===== src/rtl/latch_bank_ctrl.sv =====
// rtl/latch_bank_ctrl.sv - round-robin write-port sequencer for the D-latch register bank
module latch_bank_ctrl #(
  parameter int NREQ      = 4,
  parameter int DW        = 8,
  parameter int AW        = 3,
  parameter int EN_CYCLES = 1
) (
  input  logic                 clk,
  input  logic                 rst_n,
  input  logic [NREQ-1:0]      req,
  input  logic [NREQ*AW-1:0]   addr,
  input  logic [NREQ*DW-1:0]   wdata,
  output logic [NREQ-1:0]      gnt,
  output logic [NREQ-1:0]      done,
  output logic [DW-1:0]        ld,
  output logic [(1<<AW)-1:0]   len,
  output logic                 busy
);
  localparam int NL = 1 << AW;
  localparam int PW = $clog2(NREQ);
  localparam int CW = (EN_CYCLES > 1) ? $clog2(EN_CYCLES) : 1;

  typedef enum logic [1:0] {IDLE, SETUP, ENABLE, HOLD} state_t;

  state_t          state, state_n;
  logic [PW-1:0]   ptr, ptr_n;
  logic [AW-1:0]   cap_addr, cap_addr_n;
  logic [CW-1:0]   en_cnt, en_cnt_n;
  logic [NREQ-1:0] gnt_n, done_n, req_m;
  logic [DW-1:0]   ld_n;
  logic [NL-1:0]   len_n;
  logic            busy_n;
  logic            found;
  logic [PW-1:0]   win, cand;
  int              idx;

  // The granted requester still holds REQ during HOLD, so it is masked there.
  always_comb begin
    req_m = (state == HOLD) ? (req & ~gnt) : req;
    found = 1'b0;
    win   = '0;
    idx   = 0;
    cand  = '0;
    for (int off = 0; off < NREQ; off++) begin
      idx = int'(ptr) + off;
      if (idx >= NREQ) idx = idx - NREQ;
      cand = PW'(idx);
      if (!found && req_m[cand]) begin
        found = 1'b1;
        win   = cand;
      end
    end
  end

  always_comb begin
    state_n    = state;
    ptr_n      = ptr;
    cap_addr_n = cap_addr;
    en_cnt_n   = en_cnt;
    gnt_n      = gnt;
    done_n     = '0;
    ld_n       = ld;
    len_n      = '0;
    case (state)
      IDLE, HOLD: begin
        if (found) begin
          state_n    = SETUP;
          gnt_n      = NREQ'(1) << win;
          ld_n       = wdata[int'(win)*DW +: DW];
          cap_addr_n = addr[int'(win)*AW +: AW];
          ptr_n      = (int'(win) == NREQ-1) ? '0 : win + PW'(1);
        end else begin
          state_n = IDLE;
          gnt_n   = '0;
        end
      end
      SETUP: begin
        state_n  = ENABLE;
        en_cnt_n = '0;
        len_n    = NL'(1) << cap_addr;
      end
      ENABLE: begin
        if (en_cnt == CW'(EN_CYCLES-1)) begin
          state_n = HOLD;
          done_n  = gnt;
        end else begin
          en_cnt_n = en_cnt + CW'(1);
          len_n    = len;
        end
      end
      default: state_n = IDLE;
    endcase
    busy_n = (state_n != IDLE);
  end

  always_ff @(posedge clk or negedge rst_n) begin
    if (!rst_n) begin
      state    <= IDLE;
      ptr      <= '0;
      cap_addr <= '0;
      en_cnt   <= '0;
      gnt      <= '0;
      done     <= '0;
      ld       <= '0;
      len      <= '0;
      busy     <= 1'b0;
    end else begin
      state    <= state_n;
      ptr      <= ptr_n;
      cap_addr <= cap_addr_n;
      en_cnt   <= en_cnt_n;
      gnt      <= gnt_n;
      done     <= done_n;
      ld       <= ld_n;
      len      <= len_n;
      busy     <= busy_n;
    end
  end

endmodule


===== config.mk =====
export PLATFORM = sky130hd
export DESIGN_NAME = latch_bank_ctrl
export DESIGN_NICKNAME = d
export VERILOG_FILES = /design/src/rtl/latch_bank_ctrl.sv
export SDC_FILE = /design/constraint.sdc
export NUM_CORES = 1
export LEC_CHECK = 0
export CORE_ASPECT_RATIO = 0.9
export CORE_UTILIZATION = 48
export DETAILED_ROUTE_END_ITERATION = 16
export PLACE_DENSITY = 0.86
export SLEW_MARGIN = 5
export SYNTH_ARGS = -nofsm -noshare
export SYNTH_HDL_FRONTEND = slang
export SYNTH_SLANG_ARGS = --single-unit

===== constraint.sdc =====
create_clock -name clk -period 3.86 [get_ports clk]
set_input_delay 0.772 -clock clk [delete_from_list [all_inputs] [get_ports clk]]
set_output_delay 0.772 -clock clk [all_outputs]
set_load 0.01 [all_outputs]

======== Word-level counts from Yosys, hierarchy flattened ========
Index checks and enable logic that the tools add are counted.
word-level totals
  register bits ........................... 33
  logic and storage cells ................. 81
  input bits .............................. 50
operators by class
  magnitude comparators ................... 8
  bitwise gates (word level) .............. 2
  multiply operators ...................... 1
  eq/ne operators ......................... 5
  multiplexer cells ....................... 32
  shift operators ......................... 4
  reduce and logical (&&, ||, !) cells .... 11
  $add $sub $neg .......................... 9
operators with widths
  operator                                                               number
  32-bit by 6-bit variable part select with 8-bit output                 1
  2-bit 2-to-1 mux                                                       10
  4-bit 2-to-1 mux                                                       4
  8-bit one-hot mux with 2 select lines                                  1
  2-bit by 3-bit < comparator with 1-bit output, second input constant   4
  12-bit by 5-bit variable part select with 3-bit output                 1
  1-bit 2-to-1 mux                                                       10
  3-bit >= comparator, second input constant                             3
  1-bit binary-select mux with 2-bit select                              4
  8-bit 2-to-1 mux                                                       1
  1-bit by 3-bit << shifter with 8-bit output, first input constant      1
  2-bit by 1-bit subtractor with 2-bit output, second input constant     4
  2-bit by 2-bit adder with 3-bit output, second input constant          2
  2-bit one-hot mux with 3 select lines                                  1
  4-bit bitwise AND                                                      1
  2-bit by 1-bit equality test with 1-bit output, second input constant  2
  2-bit equality test, second input constant                             2
  2-bit by 2-bit multiplier with 4-bit output, second input constant     1
  4-bit NOT                                                              1
  2-bit nonzero test                                                     2
  1-bit by 2-bit << shifter with 4-bit output, first input constant      1
  2-bit by 1-bit adder with 3-bit output, second input constant          1
  2-bit by 3-bit >= comparator with 1-bit output, second input constant  1
  1-bit logical AND                                                      3
  8 further kinds                                                        10

======== Depth between registers and ports, before layout ========
Gate-level depths: netlist (run 1).
  depth in word-level cells ............... 18
  depth in mapped cells ................... 12
  gate-level depth less buffers ........... 9

======== Worst setup path after synthesis (run 1) ========
No wires, ideal clock.
  path kind ............................... input to register
  start ................................... input req[3]
  end ..................................... register ptr[1]
  data required time ...................... 3.735 ns
  path buffers ............................ 1
  slack ................................... 1.226 ns
  data arrival time ....................... 2.509 ns
  cell stages on the path ................. 8
  library setup time ...................... 0.125 ns
  cell sequence ........................... inv_1 -> a221o_1 -> a21o_1 -> a211o_2 -> buf_6 -> nor2_1 -> ha_1 -> mux2_2
between the ends
  cells in the longest elaborated chain, start to end .. 16
  elaborated cells on any way between the ends .. 28
  classes of those cells .................. 1 x add/sub; 1 x eq/ne; 18 x mux; 1 x bitwise; 7 x reduce/logical
RTL lines
  item                                                                                                      RTL line  source
  from (decl)                                                                                               10        input logic [NREQ-1:0] req,
  4-bit bitwise AND                                                                                         39        req_m = (state == HOLD) ? (req & ~gnt) : req;
  4-bit 2-to-1 mux *                                                                                        39
  1-bit binary-select mux with 2-bit select                                                                 48        if (!found && req_m[cand]) begin
  1-bit 2-to-1 mux (not written as such)                                                                    48
  1-bit 2-to-1 mux                                                                                          48
  1-bit logical NOT                                                                                         48
  1-bit logical AND                                                                                         48
  1-bit 2-to-1 mux                                                                                          48
  1-bit logical NOT                                                                                         48
  1-bit logical AND                                                                                         48
  1-bit 2-to-1 mux                                                                                          48
  1-bit logical NOT                                                                                         48
  1-bit logical AND                                                                                         48
  2-bit 2-to-1 mux                                                                                          48
  2-bit by 1-bit adder with 2-bit output or 2-bit by 1-bit equality test with 1-bit output (tied branches)  71        ptr_n = (int'(win) == NREQ-1) ? '0 : win + PW'(1);
  2-bit 2-to-1 mux                                                                                          71
  to (signal assigned)                                                                                      109       ptr <= ptr_n;
  to (decl)                                                                                                 26        logic [PW-1:0] ptr, ptr_n;
Mark *: on every way between the ends. The rest lies on a longest branch, timed or not. The select of a mux whose other input is x is not followed.
A chain may end at the register's enable or synchronous reset.

======== Final worst setup path (run 1) ========
  start ................................... register ptr[0]
  end ..................................... register ptr[1]
between the ends
  cells in the longest elaborated chain, start to end .. 16
  elaborated cells on any way between the ends .. 41
  classes of those cells .................. 8 x add/sub; 4 x order compare; 1 x eq/ne; 21 x mux; 7 x reduce/logical
RTL lines
  item
  branches (longest 16 deep; another with 2-bit by 1-bit adder with 3-bit output)
Several ways; the timed one is not identified. The select of a mux whose other input is x is not followed.

==> results of run 1 <==
## final timing paths
path	from	to	slack, ns	cells after the start
min in group asynchronous	rst_n	cap_addr[1]	0.88	2
min reg2reg	ld[2]	ld[2]	0.49	2
max reg2reg	ptr[0]	ptr[1]	0.71	7
max	ptr[0]	ptr[1]	0.71	7
min	ld[2]	ld[2]	0.49	2
max in group asynchronous	rst_n	gnt[1]	2.70	2
## worst max-delay path, cell delays in order (launching register included)
cell and delay [ns]:
dfrtp_1 0.72, mux2_2 0.42, a22oi_1 0.31, and3_1 0.22
o21a_1 0.54, nor2_1 0.24, ha_1 0.34, mux2_2 0.26
## synthesized netlist by cell type, types with 2 or more instances
cell / n / area [um^2]
o2bb2ai_1: 4 / 35.03
and2_1: 4 / 25.02
o21a_1: 2 / 15.01
dfrtp_1: 32 / 800.8
ha_1: 7 / 87.58
a22oi_1: 3 / 22.52
a2111oi_0: 2 / 17.52
buf_6: 2 / 22.52
nor2_1: 11 / 41.29
buf_4: 3 / 22.52
nand2_1: 19 / 71.32
o21ai_0: 2 / 10.01
o31ai_1: 11 / 82.58
a21boi_0: 23 / 172.7
a211oi_1: 2 / 15.01
inv_1: 8 / 30.03
nor3_1: 2 / 10.01
a2111oi_2: 8 / 120.1
mux2_2: 4 / 45.04
nand2b_1: 6 / 37.54
clkbuf_1: 7 / 26.28
mux2i_1: 2 / 20.02
buf_2: 5 / 25.02
a221oi_1: 12 / 105.1
## metrics by stage
| stage | hold WS (ns) | instance area, um^2 |
|---|---|---|
| after floorplan | 0.4617 | 2023 |
| after global placement | 0.4614 | 2781 |
| after detailed placement | 0.4783 | 2781 |
| after CTS | 0.4931 | 2893 |
| after global routing | 0.5174 | 2893 |
| final | 0.4853 | 2893 |
## cell families (layout without fill, tap and decap cells)
kind of cell             Yosys count  count (layout)  synth area share [%]
buffers and inverters             26              96                 6.431
flip-flops                        32              32                 39.58
AND/OR/NAND/NOR                   47              47                 11.01
adder cells (fa/ha/maj)            7               7                 4.329
AO/OA/AOI/OAI                     78              78                 34.69
multiplexers                       7               7                 3.958
## cell type report
cell class / count / share of cell area [%]
Clock buffer: 5 / 2.379
Inverter: 8 / 1.038
Timing Repair Buffer: 80 / 27.60
Sequential cell: 32 / 27.68
Tap cell: 48 / 2.076
Clock inverter: 3 / 1.471
Multi-Input combinational cell: 139 / 37.76
## state kept, by name, indices dropped and copies added (netlist names)
| name | flops |
|---|---|
| busy | 1 |
| cap_addr | 3 |
| done | 4 |
| gnt | 4 |
| ld | 8 |
| len | 8 |
| ptr | 2 |
| state | 2 |
## report_power, final
| part | switching, mW | internal (mW) | leakage (nW) |
|---|---|---|---|
| clock network | 0.126 | 0.191 | 0.0541 |
| logic | 0.844 | 0.711 | 0.719 |
| registers | 0.120 | 0.471 | 0.406 |
| total | 1.09 | 1.37 | 1.18 |
## metal layers
layer / track usage, % / part of all wire, % / up-vias
met5: 0 / 0 / -
met4: 6.000 / 1.1 / 0
met3: 4.480 / 5.6 / 7
met2: 35.36 / 49 / 63
met1: 29.67 / 44 / 856
li1: - / - / 879
==> qor.csv, run 1 <==
stage,metric,value,unit
place,I/O Buffers,74,
cells_and_area,layout cell share with drive strength beyond 1,12.36,%
pwr,pwr dens,851.4,mW/mm^2
global_route,initial antenna violation count,0,
floorplanning,Die Wd,70.44,um
setup_path,critical path arrival,3.33,ns
floorplanning,initial core utilization,50.00,%
pwr,VDD IR max,514.6,uV
sta,measured slew at the worst slew-check pin,0.7261,ns
setup_path,worst path required time,4.04,ns
cells_and_area,n_diodes,0,
sta,RSZ-0062 raised after global routing,false,
routing,DR iter-0 viols,71,
routing,detailed-router iteration count before antenna repair,4,
sta,Clock Skew,0.008245,ns
routing,mean routed wirelength per cell,15.14,um
logic_synthesis,Syn Nets,254,
run,Max-Cap Viols,0,
global_route,GR Util All Layers,21.88,%
global_route,wire length of the first global-routing pass,7.631,mm
clock_network,CTS tree,built,
global_route,total gr overflow,0,
pwr,Pleak,1.180,nW
setup_path,Startpoint Class,register,
sta,Final WS setup,0.7090,ns
routing,drt total wl,4.768,mm
sta,final hold vios,0,
global_route,largest net degree at the start of global routing,33,
outcome,status,"complete, no violations",
setup_path,Crit Path Max Fanout,17,
routing,DRC,0,
place,Final HPWL DP,3.616,mm
sta,final setup vio count,0,
clock_network,CTS Hold Bufs,0,
clock_network,CTS resizes,0,
sta,Achievable Freq,0.3174,GHz
clock_network,"CTS clk-pin slew, worst paths",0.07,ns
floorplanning,core area,0.004046,mm^2
routing,Post-DRT Antenna Nets,0,
logic_synthesis,cells after synthesis,197,
cells_and_area,Final Non-Filler Cells,315,
floorplanning,die area,0.004479,mm^2
sta,final worst path period share,81.63,%
floorplanning,Ports,75,
clock_network,Post-CTS Setup Inserts,0,
cells_and_area,"most common cell after layout, fill and taps aside",clkdlybuf4s50_1,
cells_and_area,fin util,71.49,%
clock_network,Sink Count,32,
place,Final GP Congestion,0.8725,
floorplanning,# rows,22,
cells_and_area,"commonest cells after routing, fill and taps aside","clkdlybuf4s50_1 (74), dfrtp_1 (32), a21boi_0 (23), nand2_1 (19), a221oi_1 (12)",
global_route,vias in the first global route,1647,
logic_synthesis,register area share after synthesis,39.58,%
clock_network,H-tree levels,2,
logic_synthesis,Cell variety after synth,40,
logic_synthesis,Mapped Area,0.002023,mm^2
logic_synthesis,Synth Warn #,0,
sta,Final min period,3.151,ns
cells_and_area,nets@finish,323,
routing,DR vias,1805,
clock_network,clock latency at the later pin of the worst-skew pair,0.29,ns
sta,Slew Limit Fails,0,
setup_path,Critical Path Sink Type,register,
cells_and_area,Layout fillers,323,
cells_and_area,multi-input combinational cell area,0.001092,mm^2
sta,setup TNS,0,ns
logic_synthesis,post-synthesis register bit count,32,
logic_synthesis,asr flop ratio synth,100.0,%
pwr,Tot Pwr,2.463,mW
routing,Vias/cell,5.730,
cells_and_area,Sequential Area,800.8,um^2
place,pre-CTS WS,0.4165,ns
logic_synthesis,number of synthesized flops with an enable pin,0,
clock_network,CTS buffer count,5,
logic_synthesis,"Primary FF master, synth",dfrtp_1,
logic_synthesis,syn_area_per_cell,10.27,um^2
min_path,worst hold path type,reg2reg,
setup_path,Crit Path Class,reg2reg,
clock_network,clock buffer depth,2,
clock_network,CTS Root Cell,clkbuf_8,
cells_and_area,Layout area overhead,42.98,%
floorplanning,die height,63.59,um
sta,max_slew headroom,51.59,%
place,placed insts,307,
Note: power is estimated with default switching activity, not from simulation.
==> run 2, diff against run 1 <==
CORE_UTILIZATION = 45   (was 48)
PLACE_DENSITY = 0.81   (was 0.86)
clock period = 3.24 ns   (was 3.86 ns; I/O delays follow)
==> run 2 against run 1 <==
Compared with the run above:
- sequential power is 18% higher
- clock power hardly changed
- worst hold slack worse by 0.0037 ns
- setup slack worse by 0.41 ns
- global-route usage is 1.2 points lower
- via count is 2.6% lower
- power is 16% higher
- critical path depth stayed put
- combinational power is 18% higher
- largest cell class unchanged
- highest routed layer unchanged
==> qor.csv, run 2 (synthesis gave the netlist of run 1 again) <==
stage,metric,value,unit,change
min_path,worst hold path type,reg2reg,,
routing,mean routed wirelength per cell,13.84,um,-8.5%
pwr,switching share of power,44.10,%,-0.16 points
place,dpl cell area,0.002806,mm^2,+0.90%
floorplanning,die area,0.004769,mm^2,+6.5%
cells_and_area,nets@finish,326,,+0.93%
sta,max_slew headroom,51.21,%,-0.38 points
setup_path,Crit Path Max Fanout,17,,unchanged
setup_path,CP peak stage delay,0.71,ns,about the same
cells_and_area,Sequential Area,800.8,um^2,unchanged
clock_network,Sink Count,32,,unchanged
routing,DRC,0,,unchanged
clock_network,clock buffer depth,2,,unchanged
sta,Final WS setup,0.3013,ns,-0.4077 ns
sta,Clock Skew,0.004613,ns,-0.003632 ns
setup_path,Startpoint Class,register,,
sta,Achievable Freq,0.3403,GHz,+7.2%
min_path,Hold Path Stages,2,,unchanged
cells_and_area,fin util,69.38,%,-2.1 points
sta,Slew Limit Fails,0,,unchanged
setup_path,Crit Path Class,reg2reg,,
place,Final GP Congestion,0.7673,,-12%
pwr,Pleak,1.187,nW,+0.61%
cells_and_area,"commonest cells after routing, fill and taps aside","clkdlybuf4s50_1 (74), dfrtp_1 (32), a21boi_0 (23), nand2_1 (19), a221oi_1 (12)",,
sta,final setup vio count,0,,unchanged
pwr,NetSw,1.258,mW,+15%
clock_network,Post-CTS Setup Inserts,0,,unchanged
cells_and_area,Final Non-Filler Cells,329,,+4.4%
setup_path,critical-path cell list,"mux2_2, a21oi_1, a211oi_1, a211o_2, buf_4, a2111oi_0, o31ai_1",,
pwr,Internal,1.595,mW,+16%
cells_and_area,layout cell share with drive strength beyond 1,13.01,%,+0.65 points
global_route,wire length of the first global-routing pass,7.521,mm,-1.4%
setup_path,"Slowest-stage cell, CP",dfrtp_1,,
place,pre-CTS WS,0.1073,ns,-0.3092 ns
pwr,Clock power frac,11.2,%,-1.7 points
cells_and_area,largest registers,"ld (8), len (8)",,
clock_network,clock latency at the later pin of the worst-skew pair,0.28,ns,about the same
global_route,largest net degree at the start of global routing,33,,unchanged
setup_path,Crit path buffers/inverters,1,,+1
cells_and_area,Layout fillers,343,,+6.2%
sta,worst hold margin,0.4816,ns,-0.003668 ns
floorplanning,Ports,75,,unchanged
sta,final hold vios,0,,unchanged
setup_path,worst path required time,3.38,ns,-0.66 ns
pwr,Comb power frac,64.3,%,+1.2 points
pwr,pwr dens,982.8,mW/mm^2,+15%
global_route,vias in the first global route,1666,,+1.2%
place,Final HPWL DP,3.432,mm,-5.1%
cells_and_area,multi-input combinational cell area,0.001092,mm^2,unchanged
global_route,initial antenna violation count,0,,unchanged
routing,Vias/cell,5.343,,-6.7%
floorplanning,initial core utilization,48.36,%,-1.6 points
clock_network,CTS buffer count,5,,unchanged
sta,Final min period,2.939,ns,-0.2123 ns
sta,setup TNS,0,ns,unchanged
floorplanning,die height,65.61,um,+3.2%
sta,RSZ-0062 raised after global routing,false,,
global_route,total gr overflow,0,,unchanged
setup_path,crit-path leading delay family,compound AO/OA/AOI/OAI gates,,
setup_path,critical path arrival,3.08,ns,-0.25 ns
place,I/O Buffers,74,,unchanged
floorplanning,# rows,22,,unchanged
outcome,status,"complete, no violations",,
clock_network,CTS tree,built,,
clock_network,"CTS clk-pin slew, worst paths",0.06,ns,about the same
pwr,VDD IR max,793.4,uV,+54%
floorplanning,core area,0.004184,mm^2,+3.4%
routing,Post-DRT Antenna Nets,0,,unchanged
floorplanning,Die Wd,72.68,um,+3.2%
clock_network,CTS Root Cell,clkbuf_8,,
cells_and_area,n_diodes,0,,unchanged
routing,DR iter-0 viols,90,,+27%
routing,DR vias,1758,,-2.6%
run,Max-Cap Viols,0,,unchanged
setup_path,stages on the worst setup path,7,,unchanged
cells_and_area,fin area,0.002903,mm^2,+0.35%
place,placed insts,322,,+4.9%
setup_path,Critical Path Sink Type,register,,
global_route,GR Util All Layers,20.71,%,-1.2 points
routing,detailed-router iteration count before antenna repair,5,,+1
routing,drt total wl,4.555,mm,-4.5%
pwr,sequential power share,24.5,%,+0.5 points
sta,final worst path period share,90.70,%,+9.1 points
cells_and_area,Layout area overhead,43.48,%,
pwr,Tot Pwr,2.853,mW,+16%
clock_network,H-tree levels,2,,unchanged
sta,measured slew at the worst slew-check pin,0.7306,ns,+0.004482 ns
clock_network,CTS resizes,0,,unchanged
clock_network,CTS Hold Bufs,0,,unchanged
setup_path,Worst R2R Path Depth,7,,unchanged
cells_and_area,"most common cell after layout, fill and taps aside",clkdlybuf4s50_1,,
[run 2: cell count changes in the layout (fill, tap and decap cells not counted), sizes merged]
cell	before	now
buf	6	9
bufinv	1	0
clkbuf	5	7
clkinv	1	0
clkinvlp	1	0
[run 2: power by group through the flow]
stage                     registers (mW)  logic, mW  clock network (mW)
after global routing               0.720       2.05               0.347
after floorplan                    0.699       1.34                   0
after global placement             0.699       1.81                   0
after CTS                          0.697       1.84               0.325
final                              0.698       1.84               0.319
after detailed placement           0.702       1.84                   0
[run 2: worst register-to-register path, cell delays in order (launching register included)]
cell       delay [ns]
dfrtp_1          0.71
mux2_2           0.42
a21oi_1          0.27
a211oi_1         0.16
a211o_2          0.35
buf_4            0.19
a2111oi_0        0.56
o31ai_1          0.14
[run 2: per-layer routing]
layer	GRT usage (%)	part of all wire, %
met2	32.13	45
met3	4.601	4.8
met5	0	0
met4	7.353	1.3
met1	28.31	49
[run 2: final cells by class]
class,instances,area share (%)
Clock buffer,7,3.319
Inverter,8,1.034
Multi-Input combinational cell,139,37.63
Sequential cell,32,27.59
Tap cell,60,2.586
Timing Repair Buffer,83,27.84
[run 2: worst paths after layout]
| kind | slack (ns) | to | startpoint |
|---|---|---|---|
| worst max-delay path | 0.30 | cap_addr[0] | ptr[0] |
| worst min-delay path | 0.48 | ld[6] | ld[6] |
| worst max register to register | 0.30 | cap_addr[0] | ptr[0] |
| worst min register to register | 0.48 | ld[6] | ld[6] |
| max in group asynchronous | 2.19 | done[2] | rst_n |
| min in group asynchronous | 0.76 | gnt[1] | rst_n |
==> run 3, diff against run 2 <==
SLEW_MARGIN = default   (was 5)
==> results of run 3 <==
Final layout, timing and power as in run 2 (identical DEF).
